## src/rtl/lpf_fir_dec3_pkg.sv

```systemverilog
// Shared widths, coefficient set and helpers for the 11-tap symmetric
// anti-alias FIR that precedes the decimate-by-3 stage.
package lpf_fir_dec3_pkg;

  localparam int NTAPS   = 11;
  localparam int LATENCY = 5;

  localparam int DATA_W = 16;
  localparam int COEF_W = 16;
  localparam int PRE_W  = 17;
  localparam int PROD_W = 33;
  localparam int PSUM_W = 34;
  localparam int ACC_W  = 36;

  localparam int NPAIRS = 5;
  localparam int NPROD  = 6;
  localparam int NPSUM  = 3;
  localparam int CENTRE = 5;

  // Number of register stages from data_in capture to data_out.
  localparam int PIPE_DEPTH = 5;

  typedef logic signed [DATA_W-1:0] sample_t;
  typedef logic signed [COEF_W-1:0] coef_t;
  typedef logic signed [PRE_W-1:0]  pre_t;
  typedef logic signed [PROD_W-1:0] prod_t;
  typedef logic signed [PSUM_W-1:0] psum_t;
  typedef logic signed [ACC_W-1:0]  acc_t;

  // Q1.15 coefficients; h(10-k) equals h(k), so only six are unique.
  localparam coef_t COEF_H0 = -16'sd256;
  localparam coef_t COEF_H1 = 16'sd0;
  localparam coef_t COEF_H2 = 16'sd1536;
  localparam coef_t COEF_H3 = 16'sd4096;
  localparam coef_t COEF_H4 = 16'sd6912;
  localparam coef_t COEF_H5 = 16'sd8192;

  function automatic coef_t coef(input int idx);
    coef_t c;
    case (idx)
      0:       c = COEF_H0;
      1:       c = COEF_H1;
      2:       c = COEF_H2;
      3:       c = COEF_H3;
      4:       c = COEF_H4;
      default: c = COEF_H5;
    endcase
    return c;
  endfunction

  function automatic pre_t sext_pre(input sample_t s);
    return pre_t'(s);
  endfunction

endpackage

```

## src/rtl/round_sat_36to16.sv

```systemverilog
// Final pipeline stage: round-half-up the Q1.15-scaled accumulator to an
// integer sample and clamp it into the signed 16-bit range.
module round_sat_36to16
  import lpf_fir_dec3_pkg::*;
(
  input  logic                     clk,
  input  logic                     rst_n,
  input  logic signed [ACC_W-1:0]  acc_in,
  output logic signed [DATA_W-1:0] data_out
);

  localparam int SHIFT   = 15;
  localparam int SHR_W   = ACC_W + 1 - SHIFT;

  localparam logic signed [ACC_W:0]   ROUND_BIAS = (ACC_W+1)'(1 << (SHIFT - 1));
  localparam logic signed [SHR_W-1:0] SAT_MAX    = SHR_W'(32767);
  localparam logic signed [SHR_W-1:0] SAT_MIN    = -SHR_W'(32768);

  logic signed [ACC_W:0]    rounded;
  logic signed [SHR_W-1:0]  shifted;
  logic signed [DATA_W-1:0] sat_d;

  // One guard bit on the bias add; dropping the low bits is the arithmetic shift.
  always_comb begin
    rounded = (ACC_W+1)'(acc_in) + ROUND_BIAS;
    shifted = rounded[ACC_W:SHIFT];
    if (shifted > SAT_MAX) begin
      sat_d = DATA_W'(SAT_MAX);
    end else if (shifted < SAT_MIN) begin
      sat_d = DATA_W'(SAT_MIN);
    end else begin
      sat_d = shifted[DATA_W-1:0];
    end
  end

  always_ff @(posedge clk or negedge rst_n) begin
    if (!rst_n) begin
      data_out <= '0;
    end else begin
      data_out <= sat_d;
    end
  end

endmodule

```

## src/rtl/lpf_fir_dec3.sv

```systemverilog
// 11-tap symmetric low-pass FIR at full input rate: delay line, pre-add,
// multiply, two adder levels and round/saturate, one sample per clock.
module lpf_fir_dec3
  import lpf_fir_dec3_pkg::*;
#(
  parameter int NTAPS   = lpf_fir_dec3_pkg::NTAPS,
  parameter int LATENCY = lpf_fir_dec3_pkg::LATENCY
) (
  input  logic                     clk,
  input  logic                     rst_n,
  input  logic signed [DATA_W-1:0] data_in,
  output logic signed [DATA_W-1:0] data_out
);

  if (NTAPS != 11) begin : g_ntaps_unsupported
    $error("lpf_fir_dec3: only NTAPS = 11 is supported");
  end

  if (LATENCY != PIPE_DEPTH) begin : g_latency_note
    $warning("lpf_fir_dec3: LATENCY parameter does not describe the fixed pipeline");
  end

  logic [NTAPS-1:0][DATA_W-1:0] taps_q;

  pre_t  pre_d  [NPROD];
  pre_t  pre_q  [NPROD];
  prod_t prod_d [NPROD];
  prod_t prod_q [NPROD];
  psum_t psum_d [NPSUM];
  psum_t psum_q [NPSUM];
  acc_t  acc_d;
  acc_t  acc_q;

  // Tap 0 holds the newest sample; reset holds the whole line at zero.
  always_ff @(posedge clk or negedge rst_n) begin
    if (!rst_n) begin
      taps_q <= '0;
    end else begin
      taps_q <= {taps_q[NTAPS-2:0], data_in};
    end
  end

  for (genvar k = 0; k < NPAIRS; k++) begin : g_pre
    assign pre_d[k] = sext_pre(sample_t'(taps_q[k])) +
                      sext_pre(sample_t'(taps_q[NTAPS-1-k]));
  end
  assign pre_d[CENTRE] = sext_pre(sample_t'(taps_q[CENTRE]));

  for (genvar k = 0; k < NPROD; k++) begin : g_mul
    assign prod_d[k] = prod_t'(pre_q[k]) * prod_t'(coef(k));
  end

  for (genvar j = 0; j < NPSUM; j++) begin : g_psum
    assign psum_d[j] = psum_t'(prod_q[2*j]) + psum_t'(prod_q[2*j+1]);
  end

  // Two extra bits over the partial sums make the three-way add overflow-free.
  assign acc_d = acc_t'(psum_q[0]) + acc_t'(psum_q[1]) + acc_t'(psum_q[2]);

  always_ff @(posedge clk or negedge rst_n) begin
    if (!rst_n) begin
      pre_q  <= '{default: '0};
      prod_q <= '{default: '0};
      psum_q <= '{default: '0};
      acc_q  <= '0;
    end else begin
      pre_q  <= pre_d;
      prod_q <= prod_d;
      psum_q <= psum_d;
      acc_q  <= acc_d;
    end
  end

  round_sat_36to16 u_round_sat (
    .clk      (clk),
    .rst_n    (rst_n),
    .acc_in   (acc_q),
    .data_out (data_out)
  );

endmodule

```

## config.mk

```make
export PLATFORM = sky130hd
export DESIGN_NAME = lpf_fir_dec3
export DESIGN_NICKNAME = d
export VERILOG_FILES = /design/src/rtl/lpf_fir_dec3_pkg.sv /design/src/rtl/round_sat_36to16.sv /design/src/rtl/lpf_fir_dec3.sv
export SDC_FILE = /design/constraint.sdc
export NUM_CORES = 1
export LEC_CHECK = 0
export ABC_CLOCK_PERIOD_IN_PS = 4300
export BUFFER_PORTS_ARGS = -buffer_cell sky130_fd_sc_hd__buf_4
export CORE_MARGIN = 2
export CORE_UTILIZATION = 62
export DETAILED_ROUTE_END_ITERATION = 6
export MAX_ROUTING_LAYER = met4
export PLACE_DENSITY = 0.85
export SLEW_MARGIN = 0
export SYNTH_ARGS = -nofsm -noshare
export SYNTH_HDL_FRONTEND = slang
export SYNTH_SLANG_ARGS = --single-unit
```

## constraint.sdc

```tcl
create_clock -name clk -period 4.3 [get_ports clk]
set_input_delay 1.29 -clock clk [delete_from_list [all_inputs] [get_ports clk]]
set_output_delay 1.29 -clock clk [all_outputs]
set_load 0.01 [all_outputs]
```

==> flow_summary.toml <==
[timing]
fmax_ghz = 0.247
finalClockSkew_ps = 28.1
setup_viol = 0
drv_slew = 0
timing.final.crit_period_ps = 4050
rsz0062_at_grt = "true"
fin_crit_sh = 0.943
setup_ws_ps = 245
tightest_slew_ps = 916
final_hold_viol_count = 0
slew_headroom = 0.390

[pwr]
p_leak_nw = 11.0
irDropWorstVdd_mv = 0.800
p_per_area_mw_per_mm2 = 885
finalPower_mw = 20.8

[final_layout]
final_layout_size_suffix_gt1_frac = 0.0755
instances_no_fill = 2356
layout_common_cells = "dfrtp_1, ha_1, a21oi_1"
final_common_cell = "dfrtp_1"
syn2layout_area_growth_pct = 11.7
final_area_mm2 = 0.0235
fin_nets = 2155

[detailed_routing]
drc = 0
num_vias = 13800
drt_iter0_markers = 961
dr_wl_met2_mm = 22.5
routedWlPerCell_um = 18.5
drt_wl_total_mm = 43.7
drtAntennaViolNets = 0
via_per_inst = 5.87
top_layer = "met4"
met3_length_mm = 1.77
wirelength_met1_mm = 18.0
drtPass1Iterations = 6

[yosys]
ys_seq_area_frac = 0.520
async_flop_share = 1.00
synth_top_area_cell = "dfrtp_1"
yosys_warnings = 0
synth_edf_count = 0
synth_nets = 2069
yosys_most_used_dff = "dfrtp_1"
yosys-top-cells-area = "dfrtp_1, ha_1, xnor2_1, a21oi_1, fa_1"
syn-cell-area_mm2 = 0.0210
avgSynthCellArea_um2 = 11.8
synthCells = 1788
synth_cell_type_count = 67
synth_top_area_frac = 0.520
ys_seq_elements = 437

[floorplanning]
die_h_um = 188
die_area_mm2 = 0.0354
coreArea_mm2 = 0.0334
die_w_um = 188
start_util = 0.629
io_pins = 34
rows = 67

[worst_setup_path]
start_kind = "register"
crit_type = "register to register"
critical_path_arrival_ps = 4500
cp_max_fo = 6
cp-end-kind = "register"
cp.required_ps = 4740

[run_status]
status = "finished clean"

[global_route]
gr-total-overflow = 0
grt_antenna_before_repair = 1
grt_max_degree = 107
grt_pass1_wl_mm = 71.7
grt.total_usage = 0.262
grt_pass1_vias = 14700

[place]
dpl_cell_area_mm2 = 0.0220
portBuffers = 33
dp_hpwl_mm = 31.6
place_ws_ps = -46.0
gp_congestion = 0.947
place_inst = 2276

[clock_tree]
numCtsBuffers = 44
cts_buffer_depth = 3
cts_tree = "yes"
htree_levels = 2
root_buffer = "clkbuf_16"
cts.sinks = 437
clock_latency_ps = 550
clk_pin_slew_ps = 60
postCtsHoldBufs = 0

[flow_run]
cap_violations = 0

[worst_hold_path]
hold_class = "register to register"
## final timing paths
| path | start | to | slack [ps] | cells past startpoint |
|---|---|---|---|---|
| hold reg to reg | prod_q[184] | psum_q[87] | 340 | 0 |
| hold / removal | prod_q[184] | psum_q[87] | 340 | 0 |
| max in group asynchronous | rst_n | taps_q[63] | 2610 | 2 |
| setup reg to reg | psum_q[43] | acc_q[33] | 250 | 20 |
| min in group asynchronous | rst_n | psum_q[8] | 780 | 1 |
| setup / recovery | psum_q[43] | acc_q[33] | 250 | 20 |
## through the flow
step / utilization / hold WS (ps) / TNS [ps]
finish: 0.703 / 339 / 0
global route: 0.703 / 346 / -23.3
CTS: 0.701 / 340 / 0
detailed placement: 0.657 / 335 / -46.0
global placement: 0.657 / 332 / 0
floorplan: - / 331 / 0
## flip-flops by register name (all words and copies together) (netlist names)
register	cells
psum_q	70
pre_q	84
taps_q	128
acc_q	22
prod_q	101
u_round_sat.data_out	16
pre_d	16
## Yosys cell counts (3+ instances only)
cell type  number
a211oi_1       19
o21ai_0        69
nor2_1         95
a31o_2          3
o211ai_1       13
a21boi_0        4
and2_1          3
nor3_1         21
a211o_1         6
o31a_1         11
o31ai_1        10
a21o_1         69
nand4_1        15
o21bai_1       14
nor4_1          6
clkbuf_1        5
or3_1           7
o21a_1         25
a31oi_1        15
dfrtp_1       437
nand2_1        72
a21oi_1       165
ha_1          224
nor2b_1        28
o41ai_1         3
xnor2_1       123
nand2b_1       19
and3_1         14
xor2_1         45
fa_1           39
inv_1         124
a41oi_1         4
nand3_1        34
## logic make-up after synthesis
kind of cell,Yosys count,share of synthesized area
compound gates,455,0.137
xor+xnor,168,0.0699
fa+ha+maj,263,0.170
buf+inv,131,0.0237
flops,437,0.520
mux,4,0.00202
simple gates,330,0.0771
## cell type report
type | count | area, um^2
antenna | 1 | 2.50
tap | 448 | 561
clock buffer | 57 | 1240
sequential | 437 | 10900
multi-input combinational | 1220 | 9660
inverter | 124 | 465
clock inverter | 22 | 220
fill | 2185 | 9940
timing repair buffer | 47 | 423
## power breakdown
group	internal, mW	leakage, nW	switching, mW
registers	5.21	5.08	0.534
logic	4.85	5.26	6.41
clock network	2.23	0.711	1.59
## critical path, stage by stage, from the launching register on
cell	delay [ps]
dfrtp_1	370
ha_1	240
inv_1	80
fa_1	200
nor2b_1	60
o31a_1	280
o21ai_0	170
o211a_1	230
a31oi_2	150
a221o_1	370
a31oi_1	210
xnor2_1	100
ha_2	230
a21o_1	180
a21o_1	160
a21oi_1	180
o221ai_2	130
o21a_1	220
o21ai_2	160
a21oi_1	90
a31oi_1	130
## routing by layer
layer,GRT usage,vias to the layer above
li1,-,6461
met1,0.315,6896
met2,0.457,373
met3,0.0326,111
met4,0.0896,0
met5,-,-
## timing repair
action	CTS	global route
pin swaps	0	2
setup buffers	0	0
endpoints found under the setup margin	1	6
gates resized for setup	2	10
No activity file was read; power rests on OpenSTA's default activity.
